==> src/rtl/load_store_unit_pkg.sv <==
// ---------------------------------------------------------------------------
// lsu_pkg
// Definitions shared by the load/store unit and its helpers:
//   - RV32I funct3 encodings for loads and stores
//   - FSM state encoding
//   - helpers for the byte count and funct3 legality of a request
// ---------------------------------------------------------------------------
package lsu_pkg;

    localparam logic [2:0] F3_B  = 3'd0;
    localparam logic [2:0] F3_H  = 3'd1;
    localparam logic [2:0] F3_W  = 3'd2;
    localparam logic [2:0] F3_BU = 3'd4;
    localparam logic [2:0] F3_HU = 3'd5;

    typedef enum logic [1:0] {
        ST_IDLE  = 2'd0,
        ST_ISSUE = 2'd1,
        ST_DRAIN = 2'd2,
        ST_FIN   = 2'd3
    } lsu_state_t;

    // Number of byte accesses for an access size; only funct3[1:0] selects size.
    function automatic logic [2:0] f3_nbytes(input logic [2:0] f3);
        logic [2:0] n;
        case (f3[1:0])
            2'b00:   n = 3'd1;
            2'b01:   n = 3'd2;
            default: n = 3'd4;
        endcase
        return n;
    endfunction

    // Stores only exist as B/H/W; loads add the unsigned B/H forms.
    function automatic logic f3_legal(input logic is_write, input logic [2:0] f3);
        logic ok;
        if (is_write)
            ok = (f3 == F3_B) || (f3 == F3_H) || (f3 == F3_W);
        else
            ok = (f3 == F3_B) || (f3 == F3_H) || (f3 == F3_W) ||
                 (f3 == F3_BU) || (f3 == F3_HU);
        return ok;
    endfunction

endpackage

==> src/rtl/load_store_unit_if.sv <==
// ---------------------------------------------------------------------------
// load_store_unit_if
// Bundles the core-side request/response signals and the byte-wide
// data_memory port of the load/store unit.
//   core side  : req_valid, req_write, req_funct3, req_addr, req_wdata ->
//                busy, done, error, rdata
//   memory side: mem_address, mem_write_data, mem_write_enable,
//                mem_read_enable -> mem_read_data (one-cycle read latency)
// Modports:
//   slave  - the load/store unit itself
//   master - the environment (core + data_memory)
// ---------------------------------------------------------------------------
interface load_store_unit_if #(
    parameter int ADDR_WIDTH = 32,
    parameter int XLEN       = 32
);
    logic                  req_valid;
    logic                  req_write;
    logic [2:0]            req_funct3;
    logic [ADDR_WIDTH-1:0] req_addr;
    logic [XLEN-1:0]       req_wdata;

    logic                  busy;
    logic                  done;
    logic                  error;
    logic [XLEN-1:0]       rdata;

    logic [ADDR_WIDTH-1:0] mem_address;
    logic [7:0]            mem_write_data;
    logic                  mem_write_enable;
    logic                  mem_read_enable;
    logic [7:0]            mem_read_data;

    modport slave (
        input  req_valid, req_write, req_funct3, req_addr, req_wdata,
        input  mem_read_data,
        output busy, done, error, rdata,
        output mem_address, mem_write_data, mem_write_enable, mem_read_enable
    );

    modport master (
        output req_valid, req_write, req_funct3, req_addr, req_wdata,
        output mem_read_data,
        input  busy, done, error, rdata,
        input  mem_address, mem_write_data, mem_write_enable, mem_read_enable
    );

endinterface

==> src/rtl/load_store_unit_load_extend.sv <==
// ---------------------------------------------------------------------------
// load_extend
// Combinational sign/zero extension of an assembled little-endian load.
// Ports:
//   i_bytes  [31:0] - assembled load bytes, byte 0 in bits [7:0]
//   i_funct3 [2:0]  - load funct3 (B, H, W, BU, HU)
//   o_rdata  [31:0] - extended result; W and unknown codes pass through
// ---------------------------------------------------------------------------
module load_extend
    import lsu_pkg::*;
(
    input  logic [31:0] i_bytes,
    input  logic [2:0]  i_funct3,
    output logic [31:0] o_rdata
);

    always_comb begin
        o_rdata = i_bytes;
        case (i_funct3)
            F3_B:    o_rdata = {{24{i_bytes[7]}},  i_bytes[7:0]};
            F3_H:    o_rdata = {{16{i_bytes[15]}}, i_bytes[15:0]};
            F3_BU:   o_rdata = {24'd0, i_bytes[7:0]};
            F3_HU:   o_rdata = {16'd0, i_bytes[15:0]};
            default: o_rdata = i_bytes;
        endcase
    end

endmodule

==> src/rtl/load_store_unit.sv <==
// ---------------------------------------------------------------------------
// load_store_unit
// Turns one RV32I load/store into 1, 2 or 4 little-endian byte accesses on a
// byte-wide data memory, assembles and extends load data, and holds the core
// off with busy until the done pulse.
// Ports:
//   clk   - rising-edge clock
//   reset - synchronous active-high reset
//   bus   - load_store_unit_if.slave: request/response and memory port
// Configuration macro:
//   LSU_ALLOW_MISALIGNED_EN - when defined, misaligned H/W accesses run
//   byte-by-byte instead of being rejected; error then flags only an
//   illegal funct3.
// ---------------------------------------------------------------------------
module load_store_unit
    import lsu_pkg::*;
#(
    parameter int ADDR_WIDTH = 32,
    parameter int XLEN       = 32
) (
    input  logic               clk,
    input  logic               reset,
    load_store_unit_if.slave   bus
);

    localparam logic [ADDR_WIDTH-1:0] ADDR_ONE = {{(ADDR_WIDTH-1){1'b0}}, 1'b1};

    lsu_state_t            r_state;
    lsu_state_t            w_state_next;

    // control
    logic [1:0]            r_idx;          // byte currently being issued
    logic                  r_err;
    logic                  r_rd_vld_p1;    // a read was issued last cycle

    // latched request
    logic                  r_write;
    logic [2:0]            r_funct3;
    logic [1:0]            r_last_idx;
    logic [XLEN-1:0]       r_wdata_sh;     // store bytes still to be sent
    logic [1:0]            r_rd_idx_p1;    // byte slot of the read in flight
    logic [XLEN-1:0]       r_bytes;        // load bytes captured so far

    // registered outputs
    logic [ADDR_WIDTH-1:0] r_mem_address;
    logic [7:0]            r_mem_wdata;
    logic [XLEN-1:0]       r_rdata;

    logic                  w_f3_ok;
    logic                  w_aligned;
    logic                  w_req_ok;
    logic                  w_accept;
    logic                  w_last_issue;
    logic [XLEN-1:0]       w_assembled;
    logic [XLEN-1:0]       w_extended;

    assign w_f3_ok = f3_legal(bus.req_write, bus.req_funct3);

`ifdef LSU_ALLOW_MISALIGNED_EN
    assign w_aligned = 1'b1;
`else
    always_comb begin
        w_aligned = 1'b1;
        case (bus.req_funct3[1:0])
            2'b01:   w_aligned = ~bus.req_addr[0];
            2'b10:   w_aligned = (bus.req_addr[1:0] == 2'b00);
            default: w_aligned = 1'b1;
        endcase
    end
`endif

    assign w_req_ok     = w_f3_ok & w_aligned;
    assign w_accept     = (r_state == ST_IDLE) & bus.req_valid;
    assign w_last_issue = (r_idx == r_last_idx);

    // ---- FSM: state register ----
    always_ff @(posedge clk) begin
        if (reset)
            r_state <= ST_IDLE;
        else
            r_state <= w_state_next;
    end

    // ---- FSM: next state and control outputs ----
    always_comb begin
        w_state_next         = r_state;
        bus.busy             = 1'b1;
        bus.done             = 1'b0;
        bus.error            = 1'b0;
        bus.mem_write_enable = 1'b0;
        bus.mem_read_enable  = 1'b0;
        case (r_state)
            ST_IDLE: begin
                bus.busy = 1'b0;
                // Rejected requests go straight to FIN so done/error pulse
                // in the very next cycle without touching memory.
                if (bus.req_valid)
                    w_state_next = w_req_ok ? ST_ISSUE : ST_FIN;
            end
            ST_ISSUE: begin
                bus.mem_write_enable = r_write;
                bus.mem_read_enable  = ~r_write;
                if (w_last_issue)
                    w_state_next = r_write ? ST_FIN : ST_DRAIN;
            end
            ST_DRAIN: begin
                w_state_next = ST_FIN;
            end
            ST_FIN: begin
                bus.done     = 1'b1;
                bus.error    = r_err;
                w_state_next = ST_IDLE;
            end
            default: w_state_next = ST_IDLE;
        endcase
    end

    // ---- issue stage: control and memory-port registers ----
    always_ff @(posedge clk) begin
        if (reset) begin
            r_idx         <= 2'd0;
            r_err         <= 1'b0;
            r_rd_vld_p1   <= 1'b0;
            r_mem_address <= '0;
            r_mem_wdata   <= 8'd0;
            r_rdata       <= '0;
        end else begin
            r_rd_vld_p1 <= (r_state == ST_ISSUE) & ~r_write;
            if (w_accept) begin
                r_idx <= 2'd0;
                r_err <= ~w_req_ok;
                // The first byte is presented straight from the request so
                // it is on the bus in the first ISSUE cycle.
                if (w_req_ok) begin
                    r_mem_address <= bus.req_addr;
                    if (bus.req_write)
                        r_mem_wdata <= bus.req_wdata[7:0];
                end
            end else if ((r_state == ST_ISSUE) && !w_last_issue) begin
                r_idx         <= r_idx + 2'd1;
                r_mem_address <= r_mem_address + ADDR_ONE;
                if (r_write)
                    r_mem_wdata <= r_wdata_sh[7:0];
            end
            // The final byte arrives during DRAIN; extend it together with
            // the earlier bytes so rdata is ready in the FIN cycle.
            if (r_state == ST_DRAIN)
                r_rdata <= w_extended;
        end
    end

    // ---- issue stage: latched request data ----
    always_ff @(posedge clk) begin
        r_rd_idx_p1 <= r_idx;
        if (w_accept) begin
            r_write    <= bus.req_write;
            r_funct3   <= bus.req_funct3;
            r_last_idx <= 2'(f3_nbytes(bus.req_funct3) - 3'd1);
            r_wdata_sh <= bus.req_wdata >> 8;
            r_bytes    <= '0;
        end else begin
            if ((r_state == ST_ISSUE) && !w_last_issue && r_write)
                r_wdata_sh <= r_wdata_sh >> 8;
            if (r_rd_vld_p1)
                r_bytes <= w_assembled;
        end
    end

    // ---- capture stage: merge the returning byte into its slot ----
    always_comb begin
        w_assembled = r_bytes;
        case (r_rd_idx_p1)
            2'd0:    w_assembled[7:0]   = bus.mem_read_data;
            2'd1:    w_assembled[15:8]  = bus.mem_read_data;
            2'd2:    w_assembled[23:16] = bus.mem_read_data;
            default: w_assembled[31:24] = bus.mem_read_data;
        endcase
    end

    load_extend u_load_extend (
        .i_bytes  (w_assembled),
        .i_funct3 (r_funct3),
        .o_rdata  (w_extended)
    );

    assign bus.rdata          = r_rdata;
    assign bus.mem_address    = r_mem_address;
    assign bus.mem_write_data = r_mem_wdata;

endmodule

==> src/flat_wrapper.sv <==
// flat-port wrapper written by rule: the top's interface ports become plain ports
module load_store_unit_flat import lsu_pkg::*;
#(
    parameter int ADDR_WIDTH = 32,
    parameter int XLEN       = 32
)
  (clk, reset, bus_req_valid, bus_req_write, bus_req_funct3, bus_req_addr, bus_req_wdata, bus_mem_read_data, bus_busy, bus_done, bus_error, bus_rdata, bus_mem_address, bus_mem_write_data, bus_mem_write_enable, bus_mem_read_enable);
  load_store_unit_if #(.ADDR_WIDTH(ADDR_WIDTH), .XLEN(XLEN)) bus_i ();
  input  logic clk;
  input  logic reset;
  input wire logic [$bits(bus_i.req_valid)-1:0] bus_req_valid;
  input wire logic [$bits(bus_i.req_write)-1:0] bus_req_write;
  input wire logic [$bits(bus_i.req_funct3)-1:0] bus_req_funct3;
  input wire logic [$bits(bus_i.req_addr)-1:0] bus_req_addr;
  input wire logic [$bits(bus_i.req_wdata)-1:0] bus_req_wdata;
  input wire logic [$bits(bus_i.mem_read_data)-1:0] bus_mem_read_data;
  output wire logic [$bits(bus_i.busy)-1:0] bus_busy;
  output wire logic [$bits(bus_i.done)-1:0] bus_done;
  output wire logic [$bits(bus_i.error)-1:0] bus_error;
  output wire logic [$bits(bus_i.rdata)-1:0] bus_rdata;
  output wire logic [$bits(bus_i.mem_address)-1:0] bus_mem_address;
  output wire logic [$bits(bus_i.mem_write_data)-1:0] bus_mem_write_data;
  output wire logic [$bits(bus_i.mem_write_enable)-1:0] bus_mem_write_enable;
  output wire logic [$bits(bus_i.mem_read_enable)-1:0] bus_mem_read_enable;
  assign bus_i.req_valid = bus_req_valid;
  assign bus_i.req_write = bus_req_write;
  assign bus_i.req_funct3 = bus_req_funct3;
  assign bus_i.req_addr = bus_req_addr;
  assign bus_i.req_wdata = bus_req_wdata;
  assign bus_i.mem_read_data = bus_mem_read_data;
  assign bus_busy = bus_i.busy;
  assign bus_done = bus_i.done;
  assign bus_error = bus_i.error;
  assign bus_rdata = bus_i.rdata;
  assign bus_mem_address = bus_i.mem_address;
  assign bus_mem_write_data = bus_i.mem_write_data;
  assign bus_mem_write_enable = bus_i.mem_write_enable;
  assign bus_mem_read_enable = bus_i.mem_read_enable;
  load_store_unit #(.ADDR_WIDTH(ADDR_WIDTH), .XLEN(XLEN)) u_core (.clk(clk), .reset(reset), .bus(bus_i));
endmodule
==> config.mk <==
export PLATFORM = sky130hd
export DESIGN_NAME = load_store_unit_flat
export DESIGN_NICKNAME = d
export VERILOG_FILES = /design/src/rtl/load_store_unit_pkg.sv /design/src/rtl/load_store_unit_if.sv /design/src/rtl/load_store_unit_load_extend.sv /design/src/rtl/load_store_unit.sv /design/src/flat_wrapper.sv
export SDC_FILE = /design/constraint.sdc
export NUM_CORES = 1
export LEC_CHECK = 0
export CORE_AREA = 2 2 117 119
export DETAILED_ROUTE_END_ITERATION = 6
export DIE_AREA = 0 0 119 121
export PLACE_DENSITY = 0.84
export SETUP_SLACK_MARGIN = 0.5
export SLEW_MARGIN = 20
export SYNTH_ARGS = -nofsm -noshare
export SYNTH_HDL_FRONTEND = slang
export SYNTH_HIERARCHICAL = 1
export SYNTH_SLANG_ARGS = --single-unit
export TNS_END_PERCENT = 30
==> constraint.sdc <==
create_clock -name clk -period 4.8 [get_ports clk]
set_input_delay 0.48 -clock clk [delete_from_list [all_inputs] [get_ports clk]]
set_output_delay 0.48 -clock clk [all_outputs]
set_load 0.01 [all_outputs]
# --- Yosys cells after proc, flatten, opt, wreduce, memory -nomap -nowiden ---
# Index checks and enable logic that the tools add are counted.
op_classes:
  muxes: 29
  addsub: 3
  n_reduce_logical: 21
  n_eq_ne: 19
  n_bitwise: 6
op_table:
  columns: ["cell", "n"]
  rows:
  - ["32-bit one-hot mux with 4 select lines", 1]
  - ["32-bit 2-to-1 mux", 3]
  - ["8-bit 2-to-1 mux", 9]
  - ["24-bit 2-to-1 mux", 2]
  - ["32-bit by 1-bit adder with 32-bit output (second input constant)", 1]
  - ["3-bit equality test (second input constant)", 4]
  - ["2-bit equality test (second input constant)", 4]
  - ["2-bit zero test", 4]
  - ["2-bit 2-to-1 mux", 4]
  - ["2-bit one-hot mux with 4 select lines", 1]
  - ["1-bit 2-to-1 mux", 7]
  - ["2-bit by 1-bit equality test with 1-bit output (second input constant)", 3]
  - ["3-bit by 1-bit equality test with 1-bit output (second input constant)", 2]
  - ["3-bit zero test", 2]
  - ["2-bit nonzero test", 3]
  - ["1-bit logical OR", 4]
  - ["2-bit by 1-bit inequality test with 1-bit output (second input constant)", 2]
  - ["2-bit inequality test (second input constant)", 2]
  - ["2-bit one-hot mux with 2 select lines", 1]
  - ["2-bit AND reduction", 2]
  - ["4-bit AND reduction", 1]
  - ["1-bit AND", 3]
  - ["3-bit by 2-bit equality test with 1-bit output (second input constant)", 1]
  - ["1-bit NOT", 3]
  - ["8 further kinds", 9]
word_totals:
  in_bits: 79
  output_inout_bits: 77
  ff_bits: 142
  elab_cells: 91

# --- Logic depth before layout (Yosys ltp) ---
logic_depth:
  depth_word: 10
  ltp_mapped: 11
  ltp_nobuf: 8

# --- By module ---
# The synthesis kept the hierarchy.
by_module_without_submodules:
  columns: ["module", "seq_area_each_um2", "cells_per_inst", "instances", "area_each_um2"]
  rows:
  - ["load_store_unit", 3143.0, 727, 1, 6682.7]
  - ["load_extend", 0.0, 67, 1, 355.3]

# --- Worst setup path before layout ---
# No wires, ideal clock.
synth_path:
  path_type: "register -> register"
  startpoint: "register u_core.r_state[0]"
  endpoint: "register u_core.r_wdata_sh[0], enable pin"
  stages_incl_launch_ff: 8
  setup_ns: 0.425
  path_slack_ns: 2.351
  required_time_ns: 4.375
  period_less_slack_ns: 2.449
  arrival_time_ns: 2.024
  n_path_buf: 3
  path_cell_list: "dfxtp_1 -> inv_1 -> ha_1 -> nand2_1 -> clkbuf_1 -> clkbuf_1 -> buf_1 -> nand2_1"
synth_via:
  elab_chain_len: 4
  word_cells_on_any_way: 6
  classes_between: "eq/ne: 1; bitwise: 1; reduce/logical: 4"
synth_rtl:
  columns: ["element", "line", "source"]
  rows:
  - ["start: declaration", "load_store_unit.sv:28", "lsu_state_t r_state;"]
  - ["start signal: assignment", "load_store_unit.sv:81", "r_state <= w_state_next;"]
  - ["2-bit by 1-bit equality test with 1-bit output", "load_store_unit.sv:162", "if ((r_state == ST_ISSUE) && !w_last_issue && r_write)"]
  - ["1-bit logical AND (2 in series)", "load_store_unit.sv:162", null]
  - ["2-bit nonzero test (no line) (*)", null, null]
  - ["end signal: assignment", "load_store_unit.sv:159", "r_wdata_sh <= bus.req_wdata >> 8;"]
  - ["end signal: assignment", "load_store_unit.sv:163", "r_wdata_sh <= r_wdata_sh >> 8;"]
  - ["end: declaration", "load_store_unit.sv:40", "logic [XLEN-1:0] r_wdata_sh;"]
# Mark *: on every way between the ends. The rest lies on a longest branch, timed or not.
# A chain may end at the register's enable or synchronous reset.

# --- Final worst setup path ---
layout_path:
  startpoint: "register u_core.r_state[0]"
  endpoint: "register u_core.r_mem_address[20], in the netlist u_core/bus.mem_address[20]"
layout_via:
  elab_chain_len: 4
  word_cells_on_any_way: 8
  classes_between: "eq/ne: 2; mux: 1; bitwise: 1; reduce/logical: 4"
layout_rtl:
  columns: ["element", "line", "source"]
  rows:
  - ["2-bit zero test / 2-bit by 1-bit equality test with 1-bit output (equally long branches)", "load_store_unit.sv:73, load_store_unit.sv:139", null]
  - ["1-bit AND / 1-bit logical AND (equally long branches)", "load_store_unit.sv:73, load_store_unit.sv:139", null]
  - ["2-bit by 1-bit inequality test with 1-bit output (no line) / 2-bit nonzero test (equally long branches)", null, null]
  - ["2-bit AND reduction (no line)", null, null]
  - ["end signal: assignment", "load_store_unit.sv:135", "r_mem_address <= bus.req_addr;"]
  - ["end signal: assignment", "load_store_unit.sv:141", "r_mem_address <= r_mem_address + ADDR_ONE;"]
  - ["end: declaration", "load_store_unit.sv:45", "logic [ADDR_WIDTH-1:0] r_mem_address;"]
# Parallel ways exist; a longest one is shown, timed or not.

==> impl_metrics.env <==
export IMPL_hpwl_um=12070
export IMPL_final_area_um2=9225
export IMPL_fin_worst_skew_ns=0.008894
export IMPL_fin_cells=1100
export IMPL_antennaDiodeCount=0
export IMPL_ios=156
export IMPL_drt_first_pass_iters=6
export IMPL_first_iter_violations=548
export IMPL_setup_tns_ns=0
export IMPL_grt_pass1_vias=5866
export IMPL_synthXorXnorAreaFrac_pct=0.6222
export IMPL_synth_top_cell_area_share_pct=31.86
export IMPL_drive_gt1_share_pct=8.766
export IMPL_cp_arrival_ns=3.55
export IMPL_via_per_inst=5.753
export IMPL_peakVddDrop_uv=290.8
export IMPL_synth_nets=882
export IMPL_ant_nets=0
export IMPL_total_power_mw=4.456
export IMPL_crit_chain="inv_1 -> ha_1 -> nand2_2 -> buf_4 -> a22o_1 -> buf_4 -> o211ai_1 -> a221oi_1"
export IMPL_yosys_area_share_simple_pct=19.93
export IMPL_hp_class="reg -> reg"
export IMPL_die_y_um=121
export IMPL_clock_fmax_mhz=308.5
export IMPL_layout_common_cells="clkdlybuf4s50_1, nand2_1, dfxtp_1"
export IMPL_clockBufferDepth=2
export IMPL_final_common_cell="clkdlybuf4s50_1"
export IMPL_fin_crit_ns=3.242
export IMPL_finalMaxSlewViolations=0
export IMPL_yosys_most_used_dff="dfxtp_1"
export IMPL_yosysSeqAreaShare_pct=44.66
export IMPL_worstSkewPairLatency_ns=0.42
export IMPL_synthCells=794
export IMPL_dieArea_um2=14400
export IMPL_cts_resized=0
export IMPL_netlist_area_um2=7038
export IMPL_routedWlPerCell_um=16.55
export IMPL_cp_num_buf_inv=3
export IMPL_powerDensity_nw_per_um2=483.1
export IMPL_max_stage_delay_ns=0.49
export IMPL_post_cts_repair_setup_buffers=0
export IMPL_yosys_area_share_adder_pct=1.600
export IMPL_tritoncts="yes"
export IMPL_grt_max_degree=73
export IMPL_period_share_pct=67.53
export IMPL_areaGrowthSynthToFinish_pct=31.08
export IMPL_synth_cell_types=59
export IMPL_synth_top_family_by_area="simple AND/OR/NAND/NOR gates"
export IMPL_fin_util_pct=70.50
export IMPL_postSynthAreaPerCell_um2=8.864
export IMPL_root_buffer="clkbuf_16"
export IMPL_cts_buffers_inserted=17
export IMPL_fillers=977
export IMPL_chipWidth_um=119
export IMPL_cp_end_kind="flop"
export IMPL_cts_hold_buf=0
export IMPL_critical_path_class="reg -> reg"
export IMPL_layout_nets=999
export IMPL_port_buffer_count=155
export IMPL_core_area_um2=13090
export IMPL_synth_top_cell_by_area="dfxtp_1"
export IMPL_routed_wl_um=18210
export IMPL_grt_overflow=0
export IMPL_slew_headroom_pct=31.50
export IMPL_num_vias=6328
export IMPL_dpl_cell_area_um2=8572
export IMPL_setup_viol=0
export IMPL_start_kind="flop"
export IMPL_grt_use_total_pct=25.46
export IMPL_netlist_top_cells_area="dfxtp_1, edfxtp_1, mux2i_1"
export IMPL_start_util_pct=53.79
export IMPL_numClockSinks=142
export IMPL_drcViolationCount=0
export IMPL_synth_compound_area_share_pct=13.58
export IMPL_leakage_nw=3.391
export IMPL_synth_edf_count=30
export IMPL_crit_slowest_cell="nand2_2"
export IMPL_synth_warnings=6
export IMPL_status="complete, no violations"
export IMPL_ys_ff_latch=142
export IMPL_htree_num_levels=4
export IMPL_clkTransAtPathRegs_ns=0.06
export IMPL_critPathRequiredTime_ns=5.11
export IMPL_rsz0062_at_grt="no"
export IMPL_finalWeightedCongestion=0.8610
export IMPL_path_common_cell="buf_4"
export IMPL_hold_viol=0
export IMPL_synthArstFlopShare_pct=0
export IMPL_grt_first_pass_wirelength_um=29540
export IMPL_muxShareOfSynthArea_pct=14.70
export IMPL_crit_family="buffers and inverters"
export IMPL_tightest_slew_ns=1.018
export IMPL_cp_max_fo=35
export IMPL_dp_cells=1068
export IMPL_num_rows=42
export IMPL_drv_cap=0
export IMPL_antenna_found_initial=0
## stage by stage
stage          hold WS (ns)  setup WS [ns]
2_1_floorplan        0.3741          2.351
3_3_place_gp         0.3940          1.402
3_5_place_dp         0.3901          1.310
4_1_cts              0.3936          1.554
5_1_grt              0.4039          1.229
6_report             0.3875          1.558
## Yosys cell counts (9+ instances only)
library cell and count:
mux2_2 32, buf_4 9, inv_1 12, buf_1 11, a311oi_1 10, and3_1 13, ha_1 9, dfxtp_1 112
nand4_1 12, nor2_1 89, nand2_1 132, a21oi_1 42, clkbuf_1 39, mux2i_1 66, nand3_1 14, o21ai_0 50
edfxtp_1 30
## where the power goes
group	total (mW)	switching (mW)	internal (mW)
registers	1.64	0.167	1.47
logic	1.35	0.778	0.576
clock network	1.46	0.493	0.969
total	4.46	1.44	3.02
## flip-flops by register name, summed over array words and instances (netlist names), 2 cells and up
register	count
u_core/r_state	2
u_core/r_wdata_sh	24
u_core/r_rd_idx_p1	2
u_core/r_bytes	32
u_core/r_last_idx	2
u_core/bus.mem_address	32
u_core/r_idx	2
u_core/bus.rdata	32
u_core/bus.mem_write_data	8
u_core/r_funct3	3
## kinds of logic (layout without fill, tap and decap cells)
kind of cell,count (synthesis),count (layout)
AO/OA/AOI/OAI,155,155
XOR/XNOR,5,5
adder cells (fa/ha/maj),9,9
buffers and inverters,78,208
flip-flops,142,142
multiplexers,99,99
AND/OR/NAND/NOR,306,306
## cell type report
class / count / area [um2] / area share [%]
Tap cell: 176 / 220.2 / 2.387
Clock buffer: 19 / 432.9 / 4.693
Sequential cell: 142 / 3144 / 34.08
Inverter: 14 / 53.80 / 0.5832
Clock inverter: 13 / 220.2 / 2.387
Multi-Input combinational cell: 574 / 3555 / 38.53
Timing Repair Buffer: 162 / 1599 / 17.33
## worst register-to-register path, cell delays in order (launching register included)
cell and delay [ns]:
dfxtp_1 0.42, inv_1 0.12, ha_1 0.36, nand2_2 0.49
buf_4 0.43, a22o_1 0.42, buf_4 0.42, o211ai_1 0.16
a221oi_1 0.32
## path summary, 6_finish.rpt
path | start | depth (start not counted) | slack [ns] | to
hold / removal | u_core/r_idx[1] | 0 | 0.39 | u_core/r_rd_idx_p1[1]
hold reg to reg | u_core/r_idx[1] | 0 | 0.39 | u_core/r_rd_idx_p1[1]
setup / recovery | u_core/r_state[0] | 8 | 1.56 | u_core/bus.mem_address[20]
setup reg to reg | u_core/r_state[0] | 8 | 1.56 | u_core/bus.mem_address[20]
## per-layer routing
metal  global-route usage [%]  wire length, um  part of all wire (%)
met1                    32.76             7717                    42
met2                    42.53             8860                    49
met3                    6.297             1378                   7.6
met4                    7.440              249                   1.4
met5                        0                0                     0
(Power assumes the default switching activity.)
